<file path="config.mk">
export PLATFORM = sky130hd
export DESIGN_NAME = fetch_queue
export DESIGN_NICKNAME = d
export VERILOG_FILES = /design/src/rtl/fetch_queue_pkg.sv /design/src/rtl/fetch_queue_mem.sv /design/src/rtl/fetch_queue.sv
export SDC_FILE = /design/constraint.sdc
export NUM_CORES = 1
export LEC_CHECK = 0
export ABC_AREA = 0
export ABC_CLOCK_PERIOD_IN_PS = 7200
export BUFFER_PORTS_ARGS = -buffer_cell sky130_fd_sc_hd__buf_4
export CORE_ASPECT_RATIO = 0.9
export CORE_MARGIN = 2
export CORE_UTILIZATION = 60
export CTS_BUF_LIST = sky130_fd_sc_hd__clkbuf_4
export CTS_CLUSTER_DIAMETER = 50
export DETAILED_ROUTE_END_ITERATION = 10
export PLACE_DENSITY = 0.8
export SLEW_MARGIN = 40
export SYNTH_ARGS = -nofsm -noshare
export SYNTH_HDL_FRONTEND = slang
export SYNTH_HIERARCHICAL = 1
export SYNTH_SLANG_ARGS = --single-unit
</file>
<file path="constraint.sdc">
create_clock -name clk -period 7.2 [get_ports clk]
set_clock_uncertainty 0.05 [all_clocks]
set_input_delay 1.08 -clock clk [delete_from_list [all_inputs] [get_ports clk]]
set_output_delay 1.08 -clock clk [all_outputs]
set_load 0.1 [all_outputs]
</file>
<file path="src/rtl/fetch_queue_pkg.sv">
// Shared core definitions for the fetch queue: default depth, bubble instruction and entry layout.
// The decoder imports NOP_INST from here so both sides agree on the bubble encoding.
package fetch_queue_pkg;

    localparam int unsigned FQ_DEPTH = 8;
    localparam logic [31:0] NOP_INST = 32'h0000_0013;
    localparam int unsigned ENTRY_W  = 64;

    typedef struct packed {
        logic [31:0] pc;
        logic [31:0] inst;
    } fq_entry_t;

    function automatic fq_entry_t make_entry(input logic [31:0] pc, input logic [31:0] inst);
        fq_entry_t e;
        e.pc   = pc;
        e.inst = inst;
        return e;
    endfunction

endpackage

</file>
<file path="src/rtl/fetch_queue_mem.sv">
// Fetch queue storage: DEPTH x 64 register array, two write ports, two asynchronous read ports.
// Contents are intentionally not reset; validity is tracked by the owner's count.
module fetch_queue_mem
    import fetch_queue_pkg::*;
#(
    parameter int unsigned DEPTH = FQ_DEPTH,
    localparam int unsigned AW   = $clog2(DEPTH)
) (
    input  logic               clk,
    input  logic               we_a,
    input  logic [AW-1:0]      waddr_a,
    input  logic [ENTRY_W-1:0] wdata_a,
    input  logic               we_b,
    input  logic [AW-1:0]      waddr_b,
    input  logic [ENTRY_W-1:0] wdata_b,
    input  logic [AW-1:0]      raddr_a,
    output logic [ENTRY_W-1:0] rdata_a,
    input  logic [AW-1:0]      raddr_b,
    output logic [ENTRY_W-1:0] rdata_b
);

    logic [ENTRY_W-1:0] mem [DEPTH];

    // Write addresses are always tail and tail+1, so the two ports never collide.
    always_ff @(posedge clk) begin
        if (we_a) begin
            mem[waddr_a] <= wdata_a;
        end
        if (we_b) begin
            mem[waddr_b] <= wdata_b;
        end
    end

    assign rdata_a = mem[raddr_a];
    assign rdata_b = mem[raddr_b];

endmodule

</file>
<file path="src/rtl/fetch_queue.sv">
// Dual-issue instruction fetch queue between the fetch stage and the decoder.
// Pushes and pops up to two entries per cycle; flush discards everything on a redirect.
module fetch_queue
    import fetch_queue_pkg::*;
#(
    parameter int unsigned DEPTH  = FQ_DEPTH,
    parameter logic [31:0] NOP    = NOP_INST,
    localparam int unsigned PTR_W = $clog2(DEPTH),
    localparam int unsigned CNT_W = PTR_W + 1
) (
    input  logic             clk,
    input  logic             rst_n,
    input  logic             flush,
    input  logic [1:0]       in_valid,
    input  logic [31:0]      in_instA,
    input  logic [31:0]      in_instB,
    input  logic [31:0]      in_pcA,
    input  logic [31:0]      in_pcB,
    output logic             in_ready,
    output logic [31:0]      out_instA,
    output logic [31:0]      out_instB,
    output logic [31:0]      out_pcA,
    output logic [31:0]      out_pcB,
    output logic             out_validA,
    output logic             out_validB,
    input  logic             dec_ready,
    output logic [CNT_W-1:0] count
);

    logic [PTR_W-1:0]   head_q, head_d;
    logic [PTR_W-1:0]   tail_q, tail_d;
    logic [CNT_W-1:0]   count_q, count_d;
    logic [1:0]         push_n;
    logic [1:0]         pop_n;
    logic               push_en;
    logic               we_a;
    logic               we_b;
    logic [ENTRY_W-1:0] rdata_a;
    logic [ENTRY_W-1:0] rdata_b;
    fq_entry_t          ent_a;
    fq_entry_t          ent_b;

    // Ready looks only at registered occupancy so it never depends on this cycle's pop.
    assign in_ready   = count_q <= CNT_W'(DEPTH - 2);
    assign out_validA = count_q != '0;
    assign out_validB = count_q >= CNT_W'(2);
    assign push_en    = in_ready & ~flush;

    // Slot B alone (2'b10) is not a legal fetch group and pushes nothing.
    always_comb begin
        push_n = 2'd0;
        if (in_valid[0]) begin
            push_n = in_valid[1] ? 2'd2 : 2'd1;
        end
    end

    always_comb begin
        pop_n = 2'd0;
        if (dec_ready && !flush) begin
            pop_n = {1'b0, out_validA} + {1'b0, out_validB};
        end
    end

    always_comb begin
        head_d  = head_q + PTR_W'(pop_n);
        tail_d  = tail_q;
        count_d = count_q - CNT_W'(pop_n);
        if (push_en) begin
            tail_d  = tail_q + PTR_W'(push_n);
            count_d = count_d + CNT_W'(push_n);
        end
        if (flush) begin
            head_d  = '0;
            tail_d  = '0;
            count_d = '0;
        end
    end

    always_ff @(posedge clk or negedge rst_n) begin
        if (!rst_n) begin
            head_q  <= '0;
            tail_q  <= '0;
            count_q <= '0;
        end else begin
            head_q  <= head_d;
            tail_q  <= tail_d;
            count_q <= count_d;
        end
    end

    assign we_a = push_en & in_valid[0];
    assign we_b = we_a & in_valid[1];

    fetch_queue_mem #(
        .DEPTH (DEPTH)
    ) u_mem (
        .clk     (clk),
        .we_a    (we_a),
        .waddr_a (tail_q),
        .wdata_a (make_entry(in_pcA, in_instA)),
        .we_b    (we_b),
        .waddr_b (tail_q + PTR_W'(1)),
        .wdata_b (make_entry(in_pcB, in_instB)),
        .raddr_a (head_q),
        .rdata_a (rdata_a),
        .raddr_b (head_q + PTR_W'(1)),
        .rdata_b (rdata_b)
    );

    assign ent_a = fq_entry_t'(rdata_a);
    assign ent_b = fq_entry_t'(rdata_b);

    // Stale storage is masked so the decoder sees a clean bubble in empty slots.
    assign out_instA = out_validA ? ent_a.inst : NOP;
    assign out_pcA   = out_validA ? ent_a.pc   : 32'h0;
    assign out_instB = out_validB ? ent_b.inst : NOP;
    assign out_pcB   = out_validB ? ent_b.pc   : 32'h0;
    assign count     = count_q;

endmodule

</file>
# Word-level counts from Yosys, hierarchy flattened
# Memory sizes are Yosys's and may differ from the RTL's.
# Cells that the tools add are included.
[totals]
ff_bits = 10
ram_bits = 512
input_bits = 134
out_inout_bits = 135
wordCells = 37
n_memories = 1
[op_classes]
add_sub_neg = 7
n_lt_le_gt_ge = 2
n_mux = 16
bitwise = 4
reduce_logical = 4
[memory_table]
columns = ["memory", "words", "word_bits", "read_ports", "rd_ports_with_merged_regs", "wr", "line", "text"]
rows = [
  ["u_mem.mem", 8, 64, 2, 0, 2, "fetch_queue_mem.sv:22", "logic [ENTRY_W-1:0] mem [DEPTH];"],
]
[ops]
columns = ["cell", "count"]
rows = [
  ["$mux W32", 4],
  ["$mux W3", 3],
  ["$mux W4", 2],
  ["$add A3 B1 Y3 const B", 2],
  ["$add A3 B2 Y3", 2],
  ["$mux W2", 3],
  ["$add A4 B2 Y4", 1],
  ["$ge A4 B2 Y1 const B", 1],
  ["$le A4 B3 Y1 const B", 1],
  ["$mux W1", 4],
  ["$reduce_bool A4 Y1", 1],
  ["$sub A4 B2 Y4", 1],
  ["$and A1 B1 Y1", 3],
  ["$add A1 B1 Y2", 1],
  ["$reduce_bool A2 Y1", 1],
  ["$logic_and A1 B1 Y1", 1],
  ["$logic_not A1 Y1", 1],
  ["$not A1 Y1", 1],
]

# Longest topological paths before layout
[depth]
ltp_word = 7
ltp_mapped = 14
ltp_nobuf = 13

# Modules after synthesis
# Netlist, hierarchy kept.
[modules_own_cells]
columns = ["mod", "n_inst", "cells_each", "area_each_um2", "seq_area_each_um2"]
rows = [
  ["fetch_queue_mem", 1, 1557, 29309.4, 15374.7],
  ["fetch_queue", 1, 216, 1632.8, 250.2],
]

# Worst setup path after synthesis
# Ideal clock, no wire load.
[synth_path]
kind = "register to register"
from = "register count_q[2] (netlist: count[2])"
to = "memory u_mem.mem[5][0] (enable)"
t_arrival_ps = 6340
t_required_ps = 6576
path_slack_ps = 236
path_stages_with_launch = 6
cell_sequence = "dfrtp_1 a31o_2 buf_4 nor3b_1 nand2b_1 o21ai_0"
[synth_lines]
columns = ["item", "line", "text"]
rows = [
  ["start, declared", "fetch_queue.sv:32", "logic [CNT_W-1:0] count_q, count_d;"],
  ["start signal, assigned", "fetch_queue.sv:87", "count_q <= count_d;"],
  ["end, declared", "fetch_queue_mem.sv:22", ""],
]

==> results_dict.tcl <==
set metrics [dict create \
    clockBufferDepth 3 \
    cp_slowest_cell "dfrtp_4" \
    finalSetupTns_ns 0 \
    worst-r2r-cell-count 11 \
    r2r_start "count[1]$_DFF_PN0_" \
    synth-seq-area-share 0.505 \
    ioPinCount 269 \
    die_h_um 219 \
    cts_max_level 4 \
    power_density_nw_per_um2 433 \
    hpwl_mm 45.8 \
    cp.arrival_ns 4.40 \
    ys_types 40 \
    synth_top_area_frac 0.497 \
    drc 0 \
    rows 78 \
    reg2reg_to "count[1]$_DFF_PN0_" \
    synth-edff-count 512 \
    cts_buffers 143 \
    avgRoutedWirePerCell_um 28.9 \
    cts_sinks 522 \
    vdd_drop_max_mv 0.743 \
    ys_ff_latch 522 \
    final_cell_mix "mux2_2, edfxtp_1, buf_4" \
    maxCapViolations 0 \
    drtPass1Iterations 5 \
    rsz0062_at_grt "no" \
    cts_tree "built" \
    hold_viol_final 0 \
    path_clk_slew_ns 0.07 \
    die_width_um 243 \
    cts_root_buffer "clkbuf_4" \
    drtIter0Drc 1534 \
    grt_use_total 0.319 \
    synthFlopType "edfxtp_1" \
    path_cells "buf_6 -> buf_4 -> mux4_2 -> mux2_2 -> nor2b_1 -> buf_4" \
    core_um2 50700 \
    yosys_warnings 6 \
    r2r_slack_ns 3.46 \
    slew_headroom 0.389 \
    worst-setup-path-type "register to output pin" \
    insertion_delay_ns 0.99 \
    synthCells 1773 \
    gp_congestion 0.768 \
    cp-start-kind "register" \
    routed-via-count 18900 \
    synth_top_cell_by_area "edfxtp_1" \
    finalSetupViolCount 0 \
    worstHoldPathType "input port to register" \
    syn_area_per_cell_um2 17.5 \
    die_area_um2 53400 \
    crit_path_frequent_cell "buf_4" \
    drive_gt1_frac 0.667 \
    fmax_mhz 181 \
    syn_area_um2 30900 \
    power.leakage_nw 12.0 \
    syn-num-nets 1920 \
    finalCritPeriodShare 0.769 \
    holdPathEnd "head_q[2]$_DFF_PN0_" \
    cp-end-kind "output pin" \
    initial_utilization 0.611 \
    ys_top_cells_by_area "edfxtp_1, mux2_2, mux4_2, nor2b_1, and2_1" \
    antenna_found_initial 8 \
    synthArstFlopShare 0.0192 \
    grt_overflow 0 \
    mostFrequentLayoutCell "mux2_2" \
    grt_start_max_net_pins 86 \
    grt_pass1_wl_mm 124 \
    critPathRequiredTime_ns 6.07 \
    grt_pass1_vias 20200 \
    nets 2235 \
    tightest_slew_ns 0.916 \
    drv_slew 0 \
    power.total_w 0.0153 \
    area_growth_pct 14.3 \
    status "finished clean" \
    path_max_fanout 40 \
    viasPerCell 6.57 \
    finalCriticalPeriod_ns 5.53 \
    port_buffers 268 \
    drtAntennaViolNets 0 \
    slowest_delay_ns 0.79 \
    min_path_cells 2 \
    hold_start "flush" \
    wl_mm 83.3 \
]
==> critical path, delay by kind of cell (launching register included) <==
| family | cells | cell delay [ns] |
|---|---|---|
| DFF | 1 | 0.79 |
| muxes | 2 | 0.84 |
| and+or+nand+nor | 1 | 0.18 |
| buffers and inverters | 3 | 1.55 |
==> registers in the layout, indices dropped and copies added, names as in the netlist <==
register   flops
u_mem/mem    512
tail_q         3
head_q         3
count          4
==> stage by stage <==
step           hold slack, ns  cells  instance area [um^2]  setup WS, ns  utilization
4_1_cts                 0.239   2868                 35300          1.52        0.697
5_1_grt                 0.256   2877                 35400          1.36        0.698
6_report                0.309   2878                 35400          1.67        0.698
3_5_place_dp            0.605   2621                 33500          2.62        0.662
2_1_floorplan           0.502   1773                 30900         0.236            -
3_3_place_gp            0.582   2614                 33300          2.42        0.658
==> kinds of logic (layout without fill, tap and decap cells) <==
kind of cell | count (synthesis) | after routing | synth area share
xor gates and xnor gates | 6 | 6 | 0.00170
and+or+nand+nor | 168 | 168 | 0.0346
adders and majority gates | 13 | 13 | 0.00623
muxes | 896 | 896 | 0.419
other | 0 | 9 | 0
DFF | 522 | 522 | 0.505
buffers and inverters | 152 | 568 | 0.0298
AOI/OAI and AO/OA | 16 | 16 | 0.00340
==> area by class of cell <==
type / instances / area [um^2]
Antenna cell: 9 / 22.5
Tap cell: 680 / 851
Timing Repair Buffer: 312 / 2490
Sequential cell: 522 / 15600
Clock buffer: 218 / 1640
Multi-Input combinational cell: 1099 / 14500
Clock inverter: 28 / 134
Inverter: 10 / 50.0
Fill cell: 3385 / 15300
==> report_power, final <==
group	internal, W	switching, W
combinational	0.00257	0.00637
sequential	0.00356	0.000145
clock	0.00140	0.00125
==> synthesized netlist by cell type, drive strengths merged, types with 4 or more instances <==
| cell type | count |
|---|---|
| buf | 116 |
| edfxtp | 512 |
| fa | 4 |
| mux4 | 256 |
| o21ai | 5 |
| mux2 | 640 |
| nand2b | 6 |
| nor2 | 7 |
| ha | 9 |
| clkbuf | 26 |
| nor2b | 65 |
| dfrtp | 10 |
| and2 | 62 |
| nand2 | 8 |
| inv | 10 |
==> layer usage <==
| layer | global-route usage | share of wire | vias to the layer above |
|---|---|---|---|
| met1 | 0.412 | 0.38 | 9806 |
| met5 | 0 | 0.00053 | - |
| met3 | 0.0777 | 0.088 | 170 |
| met4 | 0.123 | 0.026 | 6 |
| met2 | 0.526 | 0.50 | 923 |
| li1 | - | - | 8006 |
==> worst max path at each step <==
stage / start / end / slack [ns] / depth (start not counted)
floorplan: count[2]$_DFF_PN0_ / u_mem/mem[5][0]$_DFFE_PP_ / 0.24 / 5
global placement: head_q[0]$_DFF_PN0_ / out_pcA[13] / 2.42 / 6
detailed placement: head_q[0]$_DFF_PN0_ / out_pcA[6] / 2.62 / 6
CTS: head_q[0]$_DFF_PN0_ / out_pcA[13] / 1.52 / 6
global route: head_q[0]$_DFF_PN0_ / out_pcA[13] / 1.36 / 6
finish: head_q[0]$_DFF_PN0_ / out_pcA[13] / 1.67 / 6
==> what timing repair did <==
| action | CTS | global route |
|---|---|---|
| endpoints found under the hold margin | 10 | 0 |
| hold buffers | 1 | 0 |
| resized for setup | 0 | 0 |
| buffers inserted | 0 | 0 |
Note: power is estimated with default switching activity, not from simulation.
